`src/rtl/ysyx_22040237_pkg.sv`:
```
// rtl/ysyx_22040237_pkg.sv - shared LSU defines: FSM states, ls_info bit indices, size masks
package ysyx_22040237_pkg;

    typedef enum logic [1:0] {
        ST_IDLE     = 2'd0,
        ST_REQ      = 2'd1,
        ST_WAIT_RSP = 2'd2,
        ST_WB       = 2'd3
    } lsu_state_e;

    localparam int LS_INFO_W = 7;
    localparam int LS_LOAD   = 0;
    localparam int LS_STORE  = 1;
    localparam int LS_USIGN  = 2;
    localparam int LS_BYTE   = 3;
    localparam int LS_DB     = 4;
    localparam int LS_WORD   = 5;
    localparam int LS_DW     = 6;

    typedef enum logic [1:0] {
        SZ_B = 2'd0,
        SZ_H = 2'd1,
        SZ_W = 2'd2,
        SZ_D = 2'd3
    } ls_size_e;

    localparam logic [7:0] MASK_B = 8'h01;
    localparam logic [7:0] MASK_H = 8'h03;
    localparam logic [7:0] MASK_W = 8'h0F;
    localparam logic [7:0] MASK_D = 8'hFF;

    function automatic logic [7:0] size_mask(input ls_size_e sz);
        case (sz)
            SZ_B:    return MASK_B;
            SZ_H:    return MASK_H;
            SZ_W:    return MASK_W;
            default: return MASK_D;
        endcase
    endfunction

    // Widest set flag wins; with no size flag the access degrades to a byte.
    function automatic ls_size_e decode_size(input logic [LS_INFO_W-1:0] info);
        if (info[LS_DW])        return SZ_D;
        else if (info[LS_WORD]) return SZ_W;
        else if (info[LS_DB])   return SZ_H;
        else                    return SZ_B;
    endfunction

    function automatic logic is_misaligned(input ls_size_e sz, input logic [2:0] off);
        case (sz)
            SZ_H:    return off[0];
            SZ_W:    return |off[1:0];
            SZ_D:    return |off;
            default: return 1'b0;
        endcase
    endfunction

endpackage

```
`src/rtl/ysyx_22040237_lsu_align.sv`:
```
// rtl/ysyx_22040237_lsu_align.sv - store lane mask/data shift and load extract/extend
module ysyx_22040237_lsu_align
    import ysyx_22040237_pkg::*;
#(
    parameter int XLEN = 64
) (
    input  ls_size_e        size,
    input  logic [2:0]      offset,
    input  logic            usign,
    input  logic [XLEN-1:0] store_data,
    input  logic [XLEN-1:0] rdata,
    output logic [7:0]      wmask,
    output logic [XLEN-1:0] wdata,
    output logic [XLEN-1:0] load_data
);

    logic [5:0]      bit_shift;
    logic [XLEN-1:0] rshift;

    assign bit_shift = {offset, 3'b000};
    assign wmask     = size_mask(size) << offset;
    assign wdata     = store_data << bit_shift;
    assign rshift    = rdata >> bit_shift;

    always_comb begin
        load_data = rshift;
        case (size)
            SZ_B: load_data = usign ? {{(XLEN-8){1'b0}}, rshift[7:0]}
                                    : {{(XLEN-8){rshift[7]}}, rshift[7:0]};
            SZ_H: load_data = usign ? {{(XLEN-16){1'b0}}, rshift[15:0]}
                                    : {{(XLEN-16){rshift[15]}}, rshift[15:0]};
            SZ_W: load_data = usign ? {{(XLEN-32){1'b0}}, rshift[31:0]}
                                    : {{(XLEN-32){rshift[31]}}, rshift[31:0]};
            default: load_data = rshift;
        endcase
    end

endmodule

```
`src/rtl/ysyx_22040237_lsu.sv`:
```
// rtl/ysyx_22040237_lsu.sv - load/store unit: one outstanding access, single-entry writeback register
module ysyx_22040237_lsu
    import ysyx_22040237_pkg::*;
#(
    parameter int XLEN = 64
) (
    input  logic                 clk,
    input  logic                 rst,
    input  logic                 ex_valid_i,
    output logic                 ex_ready_o,
    input  logic                 rd_wr_en_i,
    input  logic [4:0]           rd_idx_i,
    input  logic [XLEN-1:0]      alu_res_i,
    input  logic [LS_INFO_W-1:0] ls_info_bus_i,
    input  logic [XLEN-1:0]      rs2_store_i,
    output logic                 mem_req_o,
    output logic                 mem_we_o,
    output logic [XLEN-1:0]      mem_addr_o,
    output logic [XLEN-1:0]      mem_wdata_o,
    output logic [7:0]           mem_wmask_o,
    input  logic                 mem_gnt_i,
    input  logic                 mem_rvalid_i,
    input  logic [XLEN-1:0]      mem_rdata_i,
    output logic                 wb_valid_o,
    input  logic                 wb_ready_i,
    output logic                 wb_rd_wr_en_o,
    output logic [4:0]           wb_rd_idx_o,
    output logic [XLEN-1:0]      wb_data_o,
    output logic                 misalign_o
);

    lsu_state_e      state_q, state_d;
    logic [XLEN-1:0] addr_q, sdata_q;
    ls_size_e        size_q, in_size;
    logic            usign_q, store_q, rd_wr_en_q;
    logic [4:0]      rd_idx_q;
    logic            wb_we_q, wb_we_d;
    logic [4:0]      wb_idx_q, wb_idx_d;
    logic [XLEN-1:0] wb_data_q, wb_data_d;
    logic            misalign_q, misalign_d;
    logic            wb_load, latch_req, is_ls;
    logic [7:0]      al_wmask;
    logic [XLEN-1:0] al_wdata, al_load;

    assign in_size = decode_size(ls_info_bus_i);
    assign is_ls   = ls_info_bus_i[LS_LOAD] | ls_info_bus_i[LS_STORE];

    ysyx_22040237_lsu_align #(.XLEN(XLEN)) u_align (
        .size       (size_q),
        .offset     (addr_q[2:0]),
        .usign      (usign_q),
        .store_data (sdata_q),
        .rdata      (mem_rdata_i),
        .wmask      (al_wmask),
        .wdata      (al_wdata),
        .load_data  (al_load)
    );

    always_comb begin
        state_d    = state_q;
        wb_load    = 1'b0;
        wb_we_d    = 1'b0;
        wb_idx_d   = rd_idx_q;
        wb_data_d  = '0;
        latch_req  = 1'b0;
        misalign_d = 1'b0;
        case (state_q)
            ST_IDLE: begin
                if (ex_valid_i) begin
                    if (!is_ls) begin
                        state_d   = ST_WB;
                        wb_load   = 1'b1;
                        wb_we_d   = rd_wr_en_i;
                        wb_idx_d  = rd_idx_i;
                        wb_data_d = alu_res_i;
                    end else if (is_misaligned(in_size, alu_res_i[2:0])) begin
                        state_d    = ST_WB;
                        wb_load    = 1'b1;
                        wb_idx_d   = rd_idx_i;
                        misalign_d = 1'b1;
                    end else begin
                        state_d   = ST_REQ;
                        latch_req = 1'b1;
                    end
                end
            end
            ST_REQ: begin
                if (mem_gnt_i) begin
                    if (store_q) begin
                        state_d = ST_WB;
                        wb_load = 1'b1;
                    end else if (mem_rvalid_i) begin
                        // Response may arrive together with the grant.
                        state_d   = ST_WB;
                        wb_load   = 1'b1;
                        wb_we_d   = rd_wr_en_q;
                        wb_data_d = al_load;
                    end else begin
                        state_d = ST_WAIT_RSP;
                    end
                end
            end
            ST_WAIT_RSP: begin
                if (mem_rvalid_i) begin
                    state_d   = ST_WB;
                    wb_load   = 1'b1;
                    wb_we_d   = rd_wr_en_q;
                    wb_data_d = al_load;
                end
            end
            ST_WB: begin
                if (wb_ready_i) state_d = ST_IDLE;
            end
            default: state_d = ST_IDLE;
        endcase
    end

    always_ff @(posedge clk or negedge rst) begin
        if (!rst) begin
            state_q    <= ST_IDLE;
            addr_q     <= '0;
            sdata_q    <= '0;
            size_q     <= SZ_B;
            usign_q    <= 1'b0;
            store_q    <= 1'b0;
            rd_wr_en_q <= 1'b0;
            rd_idx_q   <= '0;
            wb_we_q    <= 1'b0;
            wb_idx_q   <= '0;
            wb_data_q  <= '0;
            misalign_q <= 1'b0;
        end else begin
            state_q    <= state_d;
            misalign_q <= misalign_d;
            if (latch_req) begin
                addr_q     <= alu_res_i;
                sdata_q    <= rs2_store_i;
                size_q     <= in_size;
                usign_q    <= ls_info_bus_i[LS_USIGN];
                store_q    <= ls_info_bus_i[LS_STORE];
                rd_wr_en_q <= rd_wr_en_i;
                rd_idx_q   <= rd_idx_i;
            end
            if (wb_load) begin
                wb_we_q   <= wb_we_d;
                wb_idx_q  <= wb_idx_d;
                wb_data_q <= wb_data_d;
            end
        end
    end

    assign ex_ready_o    = rst && (state_q == ST_IDLE);
    assign mem_req_o     = (state_q == ST_REQ);
    assign mem_we_o      = mem_req_o & store_q;
    assign mem_addr_o    = mem_req_o ? {addr_q[XLEN-1:3], 3'b000} : '0;
    assign mem_wdata_o   = mem_we_o ? al_wdata : '0;
    assign mem_wmask_o   = mem_we_o ? al_wmask : 8'h00;
    assign wb_valid_o    = (state_q == ST_WB);
    assign wb_rd_wr_en_o = wb_we_q;
    assign wb_rd_idx_o   = wb_idx_q;
    assign wb_data_o     = wb_data_q;
    assign misalign_o    = misalign_q;

endmodule

```
`config.mk`:
```
export PLATFORM = sky130hd
export DESIGN_NAME = ysyx_22040237_lsu
export DESIGN_NICKNAME = d
export VERILOG_FILES = /design/src/rtl/ysyx_22040237_pkg.sv /design/src/rtl/ysyx_22040237_lsu_align.sv /design/src/rtl/ysyx_22040237_lsu.sv
export SDC_FILE = /design/constraint.sdc
export NUM_CORES = 1
export LEC_CHECK = 0
export BUFFER_PORTS_ARGS = -buffer_cell sky130_fd_sc_hd__buf_4
export CAP_MARGIN = 20
export CORE_MARGIN = 4
export CORE_UTILIZATION = 47
export DETAILED_ROUTE_END_ITERATION = 8
export GPL_ROUTABILITY_DRIVEN = 0
export PLACE_DENSITY = 0.78
export SLEW_MARGIN = 25
export SYNTH_ARGS = -nofsm -noshare
export SYNTH_HDL_FRONTEND = slang
export SYNTH_SLANG_ARGS = --single-unit
```
`constraint.sdc`:
```
create_clock -name clk -period 2.2 [get_ports clk]
set_input_delay 0.22 -clock clk [delete_from_list [all_inputs] [get_ports clk]]
set_output_delay 0.22 -clock clk [all_outputs]
set_load 0.03 [all_outputs]
```
==> impl_metrics.tcl, run 1 <==
set metrics [dict create \
    cts-buffers-inserted 25 \
    final.period_utilization 1.18 \
    critPathKind "reg -> out" \
    post_route_cells_drive_above_1_share 0.543 \
    synth-edff-count 0 \
    grt_util_all_layers 0.364 \
    fin_nets 2179 \
    antenna_found_initial 1 \
    period_needed_ps 2590 \
    relSlewSlack 0.635 \
    async_flop_share 1.00 \
    core_area_um2 27000 \
    switching_share 0.465 \
    syn_inst 1323 \
    highest_layer "met4" \
    clock-sinks 211 \
    postRouteAntennaNets 0 \
    via_count 14471 \
    intPower_w 0.0194 \
    syn_avg_cell_area_um2 9.80 \
    ios 422 \
    cts_htree_levels 1 \
    power_leakage_nw 9.93 \
    detail_route.first_pass.iterations 6 \
    cts_tree "done" \
    dp_hpwl_mm 37.6 \
    seqPwrFrac 0.214 \
    required_ps 1980 \
    ys_warn_count 0 \
    syn_to_final_growth_pct 70.0 \
    status "finished, violations left" \
    grt_max_degree 87 \
    reg2reg_setup_slack_ps -310 \
    hold_viol 0 \
    timing.final.setup_violations 130 \
    final_core_util 0.816 \
    p_switching_w 0.0169 \
    ys.flop_type "dfrtp_1" \
    arrival_ps 2370 \
    grt_overflow 0 \
    clock_path_buffers 3 \
    pre_cts_slack_ps -228 \
    final_cell_mix "456 x buf_4, 208 x dfrtp_1, 153 x mux2_2" \
    clkTransAtPathRegs_ps 60 \
    clockRootBuffer "clkbuf_16" \
    num_rows 60 \
    drv_cap 0 \
    clkPwrFrac 0.122 \
    initial_core_util 0.480 \
    drt-vias-per-instance 6.23 \
    hold_class "in -> reg" \
    syn_area_um2 13000 \
    power_density_nw_per_um2 1650 \
    dieHeight_um 174 \
    yosys_register_bits 211 \
    wire_per_inst_um 26.8 \
    grt_pass1_vias 14822 \
    drtIter0Drc 1592 \
    place.port_buffers 417 \
    failed_checks "negative setup slack" \
    startpoint_type "register" \
    grt_first_pass_wirelength_mm 87.0 \
    ys_types 54 \
    yosysSeqAreaShare 0.407 \
    cp_max_fo 17 \
    setup_ws_ps -387 \
    crit_path_end_kind "output port" \
    tightest_slew_ps 547 \
    wl_met1_mm 20.2 \
    fillers 1425 \
    drc_errors 0 \
    max_freq_ghz 0.387 \
    chipWidth_um 174 \
    wl_mm 62.1 \
    p_comb_frac 0.665 \
    dr_wl_met3_mm 5.96 \
    drv_slew 0 \
    insertion_delay_ps 530 \
    routed-wl-met2_mm 30.4 \
    die_area_um2 30300 \
    final_common_cell "buf_4" \
    finalClockSkew_ps 11.8 \
    rsz0062_at_grt "true" \
    ir_drop_v 0.00105 \
]
==> kinds of logic after synthesis <==
| family | after synthesis | synth area share |
|---|---|---|
| multiplexers | 280 | 0.248 |
| AO/OA/AOI/OAI | 310 | 0.154 |
| adder cells (fa/ha/maj) | 5 | 0.00483 |
| AND/OR/NAND/NOR | 389 | 0.139 |
| buffers and inverters | 127 | 0.0473 |
| flip-flops | 211 | 0.407 |
| other | 1 | 0.000289 |
==> cell type report <==
class                   instances  area, µm²  area share
inverters                      11       52.6     0.00238
well taps                     341        427      0.0194
clock inverters                 9        129     0.00585
diodes                          1       2.50    0.000114
clock buffers                  34        729      0.0331
repair buffers                727       6900       0.313
multi-input cells             987       8510       0.386
flip-flops and latches        211       5290       0.240
==> per-layer routing <==
layer,global-route usage,vias up
met3,0.0824,376
met4,0.238,0
met2,0.640,1103
li1,-,6027
met5,0,-
met1,0.393,6965
==> Yosys cell counts (all sizes together) (5+ instances only) <==
cell type,count,area share
dfrtp,211,0.41
mux2,160,0.14
nor2,154,0.045
a21oi,115,0.045
nand2,104,0.030
mux2i,103,0.080
and2,72,0.035
buf,67,0.030
o21ai,67,0.026
clkbuf,49,0.014
o22ai,32,0.015
a211oi,23,0.013
nor2b,23,0.011
a221oi,22,0.020
mux4,17,0.030
inv,11,0.0032
nand2b,11,0.0053
and3,8,0.0039
o21a,8,0.0046
a32o,7,0.0054
nor3,7,0.0027
a22oi,6,0.0039
a31oi,5,0.0036
ha,5,0.0048
==> metrics by stage <==
stage | hold slack (ps) | area (µm²) | power (W) | TNS (ps) | instances
2_1_floorplan | -75.6 | 13200 | 0.0187 | -383 | 1325
3_3_place_gp | 178 | 17200 | 0.0247 | -132 | 2057
3_5_place_dp | 179 | 17200 | 0.0252 | -1920 | 2057
4_1_cts | 22.5 | 21000 | 0.0330 | -13400 | 2291
5_1_grt | 51.7 | 22000 | 0.0376 | -32640 | 2321
6_report | 33.9 | 22000 | 0.0363 | -27550 | 2321
==> registers in the layout, indices dropped and copies added, names as in the netlist <==
signal and count:
state_q 2, sdata_q 64, size_q 2, wb_rd_idx_o 5
misalign_o 1, wb_rd_wr_en_o 1, rd_wr_en_q 1, rd_idx_q 5
usign_q 1, wb_data_o 64, store_q 1, addr_q 64
==> critical path: stages, from the launching register on <==
cell and delay, ps:
dfrtp_4 530, buf_12 180, buf_16 170, mux2i_1 140
nor2_1 350, a21oi_2 120, o21ai_4 190, buf_6 150
==> power groups by stage <==
stage / combinational [W] / clock (W) / sequential (W)
5_1_grt: 0.0251 / 0.00458 / 0.00789
3_3_place_gp: 0.0174 / 0 / 0.00733
2_1_floorplan: 0.0107 / 0 / 0.00804
4_1_cts: 0.0211 / 0.00440 / 0.00744
3_5_place_dp: 0.0177 / 0 / 0.00744
6_report: 0.0241 / 0.00441 / 0.00776
==> final timing paths <==
kind / from / endpoint / depth (start not counted)
setup / recovery: addr_q[1]$_DFFE_PN0P_ / mem_wdata_o[34] / 7
hold / removal: ls_info_bus_i[6] / size_q[0]$_DFFE_PN0P_ / 3
setup reg to reg: addr_q[1]$_DFFE_PN0P_ / wb_data_o[27]$_DFFE_PN0P_ / 11
hold reg to reg: wb_rd_idx_o[4]$_DFFE_PN0P_ / wb_rd_idx_o[4]$_DFFE_PN0P_ / 2
max in group asynchronous: rst / addr_q[1]$_DFFE_PN0P_ / 3
min in group asynchronous: rst / usign_q$_DFFE_PN0P_ / 2
==> timing repair <==
action,in CTS,in global routing
gates cloned,15,6
gates resized for setup,249,169
pin swaps,64,58
hold buffers,137,0
buffers inserted,39,29
setup endpoints to repair,145,146
endpoints found under the hold margin,226,0
(Power assumes the default switching activity.)
==> inputs of run 2 (changes only) <==
Settings changed: CORE_UTILIZATION 47 to 48, SYNTH_HIERARCHICAL from default to 1.
==> impl_metrics.tcl, run 2 <==
set metrics [dict create \
    arrival_ps 2580 \
    drc_errors 0 \
    final_cell_mix "427 x buf_4, 206 x dfrtp_1, 160 x mux2_2" \
    synth_common_cells "211 x dfrtp_1, 172 x mux2_2, 118 x nand2_1" \
    syn_inst 1381 \
    clockRootBuffer "clkbuf_16" \
    core_area_um2 28800 \
    final.period_utilization 1.27 \
    via_count 15842 \
    drt-vias-per-instance 6.62 \
    ys_types 57 \
    wire_per_inst_um 29.2 \
    dieHeight_um 179 \
    rsz0062_at_grt "true" \
    postRouteAntennaNets 0 \
    crit_start "addr_q[1]$_DFFE_PN0P_" \
    synth_top_area_cell "dfrtp_1" \
    yosys_register_bits 211 \
    cts_tree "done" \
    cts_htree_levels 1 \
    clkPwrFrac 0.096 \
    insertion_delay_ps 540 \
    dp_hpwl_mm 39.2 \
    cts-buffers-inserted 23 \
    startpoint_type "register" \
    synth-edff-count 0 \
    multi_input_area_um2 9630 \
    seqPwrFrac 0.200 \
    status "finished, violations left" \
    crit_path_end_kind "output port" \
    max_freq_ghz 0.358 \
    failed_checks "negative setup slack" \
    fin_nets 2207 \
    power_density_nw_per_um2 1740 \
    synth_top_area_frac 0.375 \
    final_cells 2392 \
    hold_class "in -> reg" \
    cp_max_fo 6 \
    seqCellArea_um2 5290 \
    num_rows 62 \
    power_leakage_nw 10.6 \
    syn_avg_cell_area_um2 10.2 \
    yosysSeqAreaShare 0.375 \
    clock_path_buffers 3 \
    die_area_um2 32100 \
    critPathKind "reg -> out" \
    chipWidth_um 179 \
    required_ps 1980 \
    grt_max_degree 132 \
    clkTransAtPathRegs_ps 60 \
    drtIter0Drc 2045 \
    grt_first_pass_wirelength_mm 91.3 \
    tightest_slew_ps 963 \
    dp_cells 2153 \
    p_switching_w 0.0192 \
    initial_core_util 0.489 \
    grt_pass1_vias 15569 \
    ir_drop_v 0.000889 \
    synth_most_common_cell "dfrtp_1" \
    switching_share 0.474 \
    wl_mm 69.8 \
    hold_start "ls_info_bus_i[4]" \
    relSlewSlack 0.353 \
    ios 422 \
    ys.flop_type "dfrtp_1" \
    fillers 1516 \
    syn_area_um2 14100 \
    intPower_w 0.0213 \
    drv_cap 0 \
    synth_area_leaders "dfrtp_1 38%, mux2_2 14%, mux2i_1 7.9%" \
    timing.final.setup_violations 131 \
    hold_viol 0 \
    period_needed_ps 2800 \
    syn_to_final_growth_pct 65.3 \
    timing.rr.start "addr_q[2]$_DFFE_PN0P_" \
    detail_route.first_pass.iterations 9 \
    ys_warn_count 6 \
    place.port_buffers 417 \
    grt_util_all_layers 0.367 \
    async_flop_share 1.00 \
    clock-sinks 211 \
    final_common_cell "buf_4" \
    grt_overflow 0 \
    p_comb_frac 0.703 \
    setup_ws_ps -596 \
    post_route_cells_drive_above_1_share 0.563 \
    antenna_found_initial 6 \
    drv_slew 0 \
    tns_ps -31460 \
    finalClockSkew_ps 24.0 \
]
run 2: changes by cell type in the layout (fill, tap and decap cells not counted), sizes merged, moves of 9 or more:
cell,change
nand2,+14
nor2,-83
a221oi,+43
a2bb2oi,+61
o21ai,-20
a211oi,-9
mux4,-9
and3,+66
a21o,+15
mux2,+20
a21oi,-74
run 2: worst paths after layout:
kind | end | slack, ps | depth (start not counted)
worst max-delay path | mem_wdata_o[50] | -600 | 8
worst min-delay path | size_q[0]$_DFFE_PN0P_ | 30 | 3
worst max register to register | wb_data_o[49]$_DFFE_PN0P_ | -450 | 11
worst min register to register | addr_q[8]$_DFFE_PN0P_ | 500 | 1
max in group asynchronous | sdata_q[10]$_DFFE_PN0P_ | 1160 | 3
min in group asynchronous | wb_data_o[5]$_DFFE_PN0P_ | 330 | 3
run 2: through the flow:
step / util / hold slack, ps / setup slack (ps) / cell area (µm²) / total power, W
6_report: 0.808 / 26.3 / -596 / 23200 / 0.0404
5_1_grt: 0.807 / 30.7 / -636 / 23200 / 0.0416
4_1_cts: 0.761 / 0.466 / -323 / 21900 / 0.0355
3_5_place_dp: 0.634 / 307 / -141 / 18300 / 0.0282
3_3_place_gp: 0.634 / 292 / -182 / 18300 / 0.0276
2_1_floorplan: - / -75.6 / 15.3 / 14200 / 0.0209
run 2: layer usage:
layer	part of all wire	up-vias	global-route usage
met4	0.099	4	0.257
met2	0.48	1335	0.624
met5	0.00039	-	0
met3	0.10	455	0.0936
met1	0.32	7706	0.398
li1	-	6342	-
run 2: final cells by class:
class	count	share of cell area
Clock buffer	31	0.0282
Tap cell	384	0.0207
Clock inverter	6	0.00264
Timing Repair Buffer	727	0.305
Multi-Input combinational cell	1022	0.414
Antenna cell	4	0.000431
Inverter	7	0.00113
Sequential cell	211	0.228
run 2: cell families after synthesis:
group	after synthesis	share of synthesized area
AOI/OAI and AO/OA	322	0.187
and+or+nand+nor	394	0.144
adders and majority gates	4	0.00356
buffers and inverters	150	0.0538
other	1	0.000267
DFF	211	0.375
muxes	299	0.236
run 2: what timing repair did:
action / CTS / global route
pin swaps: 30 / 98
endpoints found under the hold margin: 361 / 0
hold buffers: 136 / 0
endpoints found under the setup margin: 132 / 201
buffers inserted: 24 / 25
resized for setup: 252 / 239
cloned: 13 / 7
run 2: power groups by stage:
stage	clock [W]	combinational, W	sequential, W
6_report	0.00390	0.0284	0.00810
5_1_grt	0.00406	0.0293	0.00821
4_1_cts	0.00384	0.0240	0.00766
3_5_place_dp	0	0.0206	0.00763
3_3_place_gp	0	0.0201	0.00752
2_1_floorplan	0	0.0127	0.00821
run 2: worst max-delay path: stages (launching register included):
cell	delay [ps]
dfrtp_4	500
buf_6	140
buf_12	150
mux2i_4	220
nor2_2	170
a21oi_4	60
mux2i_1	360
and3_4	290
buf_6	140
